## config.mk

```make
export PLATFORM = sky130hd
export DESIGN_NAME = ts_link_monitor
export DESIGN_NICKNAME = d
export VERILOG_FILES = /design/src/rtl/ts_link_monitor.sv
export SDC_FILE = /design/constraint.sdc
export NUM_CORES = 1
export LEC_CHECK = 0
export CAP_MARGIN = 20
export CORE_MARGIN = 2
export CORE_UTILIZATION = 55
export CTS_CLUSTER_DIAMETER = 200
export DETAILED_ROUTE_END_ITERATION = 16
export MAX_ROUTING_LAYER = met4
export PLACE_DENSITY = 0.84
export SKIP_CTS_REPAIR_TIMING = 1
export SLEW_MARGIN = 20
export SYNTH_ARGS = -nofsm -noshare
export SYNTH_HDL_FRONTEND = slang
export SYNTH_SLANG_ARGS = --single-unit
```

## constraint.sdc

```tcl
create_clock -name clk_125 -period 11.4 [get_ports clk_125]
set_input_delay 1.14 -clock clk_125 [delete_from_list [all_inputs] [get_ports clk_125]]
set_output_delay 1.14 -clock clk_125 [all_outputs]
set_load 0.05 [all_outputs]
```

## src/rtl/ts_link_monitor.sv

```systemverilog
// Multi-channel link monitor: K28.5 transmit pattern, comma word alignment,
// per-channel lock FSM and saturating error/relock counters for slow control.

module ts_link_chan #(
   parameter int LOCK_COUNT = 16,
   parameter int ERR_LIMIT  = 4,
   parameter int CNT_W      = 16
) (
   input  logic             clk_125,
   input  logic             reset_soft,
   input  logic [15:0]      rx_d,
   input  logic [1:0]       rx_k,
   input  logic             rx_err,
   input  logic             rx_valid,
   input  logic             clear_counts,
   output logic [15:0]      aligned_d,
   output logic [1:0]       aligned_k,
   output logic             aligned_valid,
   output logic             locked,
   output logic             seq_err,
   output logic [CNT_W-1:0] err_count,
   output logic [CNT_W-1:0] relock_count
);

   localparam logic [7:0] COMMA  = 8'hBC;
   localparam logic [7:0] LOCK_N = 8'(LOCK_COUNT);
   localparam logic [7:0] ERR_N  = 8'(ERR_LIMIT);

   typedef enum logic [1:0] {HUNT, VERIFY, LOCKED} state_t;

   state_t      state;
   logic        phase;
   logic [7:0]  good_cnt;
   logic [7:0]  bad_cnt;
   logic [7:0]  seq_last;
   logic        seq_seeded;
   logic [15:0] prev_d;
   logic [1:0]  prev_k;

   logic        comma0, comma1, al_comma, bad, seq_mis, lock_hit, drop, err_inc;
   logic [15:0] al_d;
   logic [1:0]  al_k;

   always_comb begin
      comma0   = (rx_k == 2'b01) && (rx_d[7:0] == COMMA);
      comma1   = (rx_k == 2'b10) && (rx_d[15:8] == COMMA);
      // phase 1 stitches the previous high byte under the current low byte
      al_d     = phase ? {rx_d[7:0], prev_d[15:8]} : prev_d;
      al_k     = phase ? {rx_k[0], prev_k[1]} : prev_k;
      al_comma = (al_k == 2'b01) && (al_d[7:0] == COMMA);
      bad      = rx_err | (phase ? (rx_k[0] && rx_d[7:0] == COMMA)
                                 : (rx_k[1] && rx_d[15:8] == COMMA));
      seq_mis  = (state == LOCKED) && al_comma && seq_seeded &&
                 (al_d[15:8] != seq_last + 8'd1);
      lock_hit = (state == VERIFY) && al_comma && !rx_err && (good_cnt + 8'd1 == LOCK_N);
      drop     = (state == LOCKED) && bad && (bad_cnt + 8'd1 == ERR_N);
      err_inc  = (state == LOCKED) && (bad || seq_mis);
   end

   always_ff @(posedge clk_125 or posedge reset_soft) begin
      if (reset_soft) begin
         state         <= HUNT;
         phase         <= 1'b0;
         good_cnt      <= '0;
         bad_cnt       <= '0;
         seq_last      <= '0;
         seq_seeded    <= 1'b0;
         prev_d        <= '0;
         prev_k        <= '0;
         aligned_d     <= '0;
         aligned_k     <= '0;
         aligned_valid <= 1'b0;
         locked        <= 1'b0;
         seq_err       <= 1'b0;
         err_count     <= '0;
         relock_count  <= '0;
      end else begin
         aligned_valid <= 1'b0;
         seq_err       <= 1'b0;
         if (rx_valid) begin
            prev_d    <= rx_d;
            prev_k    <= rx_k;
            aligned_d <= al_d;
            aligned_k <= al_k;
            seq_err   <= seq_mis;
            case (state)
               HUNT: begin
                  if (comma0 || comma1) begin
                     state    <= VERIFY;
                     phase    <= comma1;
                     good_cnt <= 8'd1;
                  end
               end
               VERIFY: begin
                  if (lock_hit) begin
                     state         <= LOCKED;
                     locked        <= 1'b1;
                     aligned_valid <= 1'b1;
                     good_cnt      <= '0;
                     bad_cnt       <= '0;
                     seq_seeded    <= 1'b0;
                  end else if (al_comma && !rx_err) begin
                     good_cnt <= good_cnt + 8'd1;
                  end else begin
                     state    <= HUNT;
                     good_cnt <= '0;
                  end
               end
               LOCKED: begin
                  // every comma re-seeds, so a mismatch resynchronises on the received value
                  if (al_comma) begin
                     seq_seeded <= 1'b1;
                     seq_last   <= al_d[15:8];
                  end
                  if (drop) begin
                     state   <= HUNT;
                     locked  <= 1'b0;
                     bad_cnt <= '0;
                  end else begin
                     aligned_valid <= 1'b1;
                     bad_cnt       <= bad ? bad_cnt + 8'd1 : 8'd0;
                  end
               end
               default: state <= HUNT;
            endcase
         end
         if (clear_counts) begin
            err_count    <= '0;
            relock_count <= '0;
         end else begin
            if (rx_valid && err_inc && (err_count != '1))
               err_count <= err_count + 1'b1;
            if (rx_valid && drop && (relock_count != '1))
               relock_count <= relock_count + 1'b1;
         end
      end
   end

endmodule

module ts_link_monitor #(
   parameter int NCH        = 2,
   parameter int LOCK_COUNT = 16,
   parameter int ERR_LIMIT  = 4,
   parameter int CNT_W      = 16
) (
   input  logic                 clk_125,
   input  logic                 reset_soft,
   input  logic [16*NCH-1:0]    rx_d,
   input  logic [2*NCH-1:0]     rx_k,
   input  logic [NCH-1:0]       rx_err,
   input  logic [NCH-1:0]       rx_valid,
   input  logic                 clear_counts,
   output logic [16*NCH-1:0]    tx_d,
   output logic [2*NCH-1:0]     tx_k,
   output logic [16*NCH-1:0]    aligned_d,
   output logic [2*NCH-1:0]     aligned_k,
   output logic [NCH-1:0]       aligned_valid,
   output logic [NCH-1:0]       locked,
   output logic [NCH-1:0]       seq_err,
   output logic [CNT_W*NCH-1:0] err_count,
   output logic [CNT_W*NCH-1:0] relock_count
);

   logic [7:0] seq;

   always_ff @(posedge clk_125 or posedge reset_soft) begin
      if (reset_soft) begin
         seq  <= '0;
         tx_d <= {NCH{16'h00BC}};
         tx_k <= {NCH{2'b01}};
      end else begin
         seq  <= seq + 8'd1;
         tx_d <= {NCH{{seq, 8'hBC}}};
         tx_k <= {NCH{2'b01}};
      end
   end

   for (genvar n = 0; n < NCH; n++) begin : g_ch
      ts_link_chan #(
         .LOCK_COUNT(LOCK_COUNT),
         .ERR_LIMIT (ERR_LIMIT),
         .CNT_W     (CNT_W)
      ) u_ch (
         .clk_125      (clk_125),
         .reset_soft   (reset_soft),
         .rx_d         (rx_d[16*n +: 16]),
         .rx_k         (rx_k[2*n +: 2]),
         .rx_err       (rx_err[n]),
         .rx_valid     (rx_valid[n]),
         .clear_counts (clear_counts),
         .aligned_d    (aligned_d[16*n +: 16]),
         .aligned_k    (aligned_k[2*n +: 2]),
         .aligned_valid(aligned_valid[n]),
         .locked       (locked[n]),
         .seq_err      (seq_err[n]),
         .err_count    (err_count[CNT_W*n +: CNT_W]),
         .relock_count (relock_count[CNT_W*n +: CNT_W])
      );
   end

endmodule

```

## Word-level counts from Yosys, hierarchy flattened

Cells that the tools add are included.

| cells by class | value |
|---|---|
| bitwise operators | 2 |
| mux-type cells | 62 |
| reductions and logical operators | 68 |
| $add $sub $neg | 11 |
| equality and inequality tests | 36 |

Operators by type and width:

| operator | count |
|---|---|
| 16-bit two-way mux | 10 |
| 8-bit two-way mux | 12 |
| 16-bit by 1-bit adder with 16-bit output, second input constant | 4 |
| 16-bit inequality test, second input constant | 4 |
| 8-bit case mux with 2 select lines | 4 |
| 8-bit by 1-bit adder with 8-bit output, second input constant | 7 |
| 8-bit equality test, second input constant | 6 |
| 1-bit logical AND | 38 |
| 3-bit AND reduction | 8 |
| 4-bit AND reduction | 6 |
| 2-bit two-way mux | 10 |
| 1-bit two-way mux | 18 |
| 8-bit by 3-bit equality test with 1-bit output, second input constant | 2 |
| 8-bit by 5-bit equality test with 1-bit output, second input constant | 2 |
| 2-bit by 1-bit inequality test with 1-bit output, second input constant | 8 |
| 8-bit inequality test | 2 |
| 2-bit nonzero test | 8 |
| 2-bit by 1-bit equality test with 1-bit output, second input constant | 6 |
| 1-bit case mux with 2 select lines | 6 |
| 2-bit case mux with 3 select lines | 2 |
| 2-bit equality test, second input constant | 4 |
| 3-bit by 2-bit inequality test with 1-bit output, second input constant | 2 |
| 2-bit zero test | 2 |
| 1-bit logical OR | 4 |
| other kinds (2) | 4 |

| storage, ports and cells | value |
|---|---|
| word-level logic and storage cells | 211 |
| input port bits | 43 |
| flip-flop bits (word level) | 222 |

## Logic depth before layout (Yosys ltp)

| depth | value |
|---|---|
| depth in word-level cells | 12 |
| mapped depth | 12 |
| gate-level depth less buffers | 9 |

## Modules after synthesis

From an unflattened synthesis, not the netlist that was laid out.

| unflattened totals | value |
|---|---|
| cells, all modules | 1,178 |
| area total of the unflattened synthesis | 11,682.5 um^2 |

By module, submodules not included:

| module | area an instance (um^2) | cells an instance | times used | seq. area each (um^2) |
|---|---|---|---|---|
| ts_link_chan | 5,472.7 | 557 | 2 | 2,477.4 |
| ts_link_monitor | 737.0 | 64 | 1 | 400.4 |

## Worst setup path before layout

OpenSTA, ideal clock, no wires.

| timing | value |
|---|---|
| path type | input port to flip-flop |
| start | in rx_d[16] |
| end | reg g_ch[1].u_ch.relock_count[4] |
| arrival | 2.967 ns |
| slack | 8.302 ns |
| stages | 10 |
| cells stage by stage | or4bb_1 nor2_1 a221o_1 buf_4 nand2_1 nor3b_2 buf_2 nand4_1 xor2_1 nor2_1 |

| on the way | value |
|---|---|
| word-level cells in the longest chain between the ends | 9 |

Ends and longest elaborated chain:

| what | RTL line | RTL |
|---|---|---|
| start: declaration | 149 | `input logic [16*NCH-1:0] rx_d,` |
| 8-bit equality test | 51 | `bad = rx_err \| (phase ? (rx_k[0] && rx_d[7:0] == COMMA)` |
| 1-bit logical AND | 51 |  |
| 1-bit two-way mux | 51 |  |
| 1-bit OR | 51 |  |
| 1-bit logical AND (2 in series) | 56 | `drop = (state == LOCKED) && bad && (bad_cnt + 8'd1 == ERR_N);` |
| 1-bit logical AND (2 in series) | 133 | `if (rx_valid && drop && (relock_count != '1))` |
| 2-bit nonzero test (no line) | n/a |  |
| end signal: assignment | 134 | `relock_count <= relock_count + 1'b1;` |
| end: declaration | 22 | `output logic [CNT_W-1:0] relock_count` |

No other way between the ends.
A chain may end at the register's enable or synchronous reset.

## Final worst setup path

| timing | value |
|---|---|
| start | in rx_k[3] |
| end | reg g_ch[1].u_ch.relock_count[10] |

| on the way | value |
|---|---|
| word-level cells in the longest chain between the ends | 8 |

Ends and longest elaborated chain:

| what | RTL line | RTL |
|---|---|---|
| start: declaration | 150 | `input logic [2*NCH-1:0] rx_k,` |
| 1-bit logical AND | 52 | `: (rx_k[1] && rx_d[15:8] == COMMA));` |
| 1-bit two-way mux | 51 |  |
| 1-bit OR | 51 |  |
| 1-bit logical AND (2 in series) | 56 |  |
| 1-bit logical AND (2 in series) | 133 |  |
| 2-bit nonzero test (no line) | n/a |  |

No other way between the ends.

==> run metrics <==
outcome=finished clean; routability cong.=0.8462; first-pass GRT wire length=between 40 and 50 mm; CTS Buf Count=24; Crit-path slowest cell=nor3b_2; Total Routing Usage GR=0.2437; max_slew headroom=0.3276; hold crit path type=flip-flop to flip-flop; # IOs=between 150 and 200; layout cell share with drive strength beyond 1=0.08926; average via count per standard cell=around 5.7; critical-path cell list=clkdlybuf4s50_1 > nand2_1 > nor4_1 > a221o_1 > nand2_1 > nor3b_2 > nand2_1 > or3_1 > a21oi_1; core footprint=19650 um2; Lkg Pwr=between 5 and 6 nW; Initial Util=0.5642; Yosys reg bits=between 200 and 250; clock latency on the worst-skew pair=approximately 0.52 ns; pins over their slew limit=0; Synth area leaders=dfrtp_1, mux2_2, nor2_1, a21oi_1, o21ai_0; CP bufs+invs=1; setup TNS=0 ns; detailed-route DRC error count=0; worst slew pin tran=1.007 ns; post-route ant nets=0; Worst Setup End Kind=flip-flop; clock transition at the registers of the reported paths=about 0.060 ns; r2r startpoint=g_ch[0].u_ch.phase; EDFF count, synth=0; most common library cells after synthesis=dfrtp_1, nor2_1, a21oi_1; most used flip-flop cell after synthesis=dfrtp_1; Critical Path AT=around 4.5 ns; antenna cells=0; initial DRC count=~600; Worst setup SP type=primary input; Non-Filler Instances=1531; RSZ-0062 raised after global routing=no; Std-Cell Rows=around 50; vias in the first global route=8620; crit-path max FO=12; total routed wirelength=approximately 25 mm; Mapped Area=11090 um2; Final nets=1312; Post-Syn Instances=around 1100; post-synth top area share=0.4829; Yosys warnings=0; cell with the most instances after synthesis=dfrtp_1; setup slack, reg-to-reg=slightly above 8 ns; Die ar.=between 20000 and 25000 um2; Seq/Total Area, Yosys=0.4829; CP Class=primary input to flip-flop; gr ovfl total=0; H-tree depth=1; clk_skew=between 0.01 and 0.015 ns; fin util=0.6865; pwr dens=between 100 and 150 nW/um2; Sink Count=between 200 and 250; via count=just under 9000; synth unique cells=73; DR WL/cell=about 16 um; Die W=roughly 150 um; post-place setup slack=6.904 ns; 1st-pass router iterations=5; WP data required=11.84 ns; Critical Path Start=rx_k[3]; DIE HEIGHT=146.0 um; max cap viols=0; family with the most delay on the worst path=simple AND/OR/NAND/NOR gates; pin count of the biggest net entering global routing=100; DPL Wire Length=17.03 mm; Yosys top cell by area=dfrtp_1; final setup fails=0; initial antenna violation count=0; input/output buffers=roughly 160; Max IR drop VDD=0.1269 mV; Final Cycle Share=0.3523; Avg Cell Area, Syn=roughly 10 um2; Hold Violations, Final=0; Post-synth ARST share=1.000; Final WS setup=between 7 and 8 ns; CTS tree=built; worst hold start=seq[1]; number of placed instances, taps included=about 1500; clk buf depth=3; CP most frequent cell=nand2_1; crit-path max cell delay=0.64 ns; Final min period=4.016 ns; P&R area growth vs syn=21.67%; Max Clock Freq=about 250 MHz; Root Driver=clkbuf_16
-- final timing paths --
check / endpoint / depth (start not counted)
worst max-delay path: g_ch[1].u_ch.relock_count[10] / 9
worst min-delay path: tx_d[25] / 0
worst max register to register: g_ch[0].u_ch.err_count[7] / 8
worst min register to register: tx_d[25] / 0
max in group asynchronous: g_ch[0].u_ch.phase / 3
min in group asynchronous: g_ch[0].u_ch.aligned_d[6] / 2
-- report_power, final --
| part | switching (mW) | leakage (nW) | total, mW | internal (mW) |
|---|---|---|---|---|
| Clock | 0.309 | 0.392 | 0.785 | 0.476 |
| Combinational | 0.168 | 2.69 | 0.257 | 0.0893 |
| Sequential | 0.0303 | 2.76 | 0.825 | 0.795 |
-- stage by stage --
stage	cell area, um2	power, mW	hold WS, ns
4_1_cts	13490	1.883	0.4074
3_5_place_dp	12680	1.093	0.3936
6_report	13490	1.867	0.4037
5_1_grt	13490	1.942	0.4347
3_3_place_gp	12680	1.088	0.3809
2_1_floorplan	11160	1.018	0.3711
-- area by class of cell --
| type | instances | area (um2) |
|---|---|---|
| inverter | 20 | 82.58 |
| multi-input combinational | 820 | 5243 |
| tap | 265 | 331.6 |
| fill | 1540 | 6161 |
| clock buffer | 33 | 705.7 |
| sequential | 214 | 5356 |
| clock inverter | 9 | 102.6 |
| timing repair buffer | 170 | 1672 |
-- cells by family after synthesis --
kind of cell / share of synthesized area
compound gates: 0.1220
xor+xnor: 0.04581
fa+ha+maj: 0.02144
buf+inv: 0.05043
flops: 0.4829
mux: 0.08304
other cells: 0.0006772
simple gates: 0.1937
-- sequential cells by signal, summed over array words and instances (netlist names), 8 cells and up --
| register | cells |
|---|---|
| g_ch.u_ch.aligned_d | 32 |
| g_ch.u_ch.err_count | 32 |
| g_ch.u_ch.prev_d | 32 |
| g_ch.u_ch.relock_count | 32 |
| g_ch.u_ch.bad_cnt | 16 |
| g_ch.u_ch.good_cnt | 16 |
| g_ch.u_ch.seq_last | 16 |
| seq | 8 |
| tx_d | 8 |
-- worst register-to-register path: stages (launching register included) --
cell and delay (ns):
dfrtp_2 0.77, mux2i_1 0.42, xnor2_1 0.20, xnor2_1 0.12, nor4_2 0.34, a31oi_2 0.23
o21ai_2 0.69, o21ai_0 0.23, a21oi_1 0.17
-- layer usage --
| layer | GRT usage | share of wire | vias to the layer above |
|---|---|---|---|
| met4 | 0.05000 | 0.012 | 0 |
| li1 | - | - | 4204 |
| met1 | 0.3359 | 0.45 | 4276 |
| met2 | 0.3887 | 0.48 | 284 |
| met3 | 0.03636 | 0.057 | 32 |
| met5 | - | 0 | - |
-- cells in the final DEF, fill, tap and decap left out, types with 9 or more instances in the layout --
master and instances:
dfrtp_1 213, clkdlybuf4s50_1 161, nor2_1 118, a21oi_1 81, nand2_1 79, o21ai_0 72, nand3_1 46, mux2_2 40
mux2i_1 34, xor2_1 31, and3_1 30, xnor2_1 27, clkbuf_16 25, o31ai_1 21, nor3_1 20, conb_1 20
inv_1 19, ha_1 19, nand4_1 18, nand2b_1 16, or3_1 15, or4_1 13, nor2b_1 12, a31oi_1 12
nor4_1 9
Note: power is estimated with default switching activity, not from simulation.
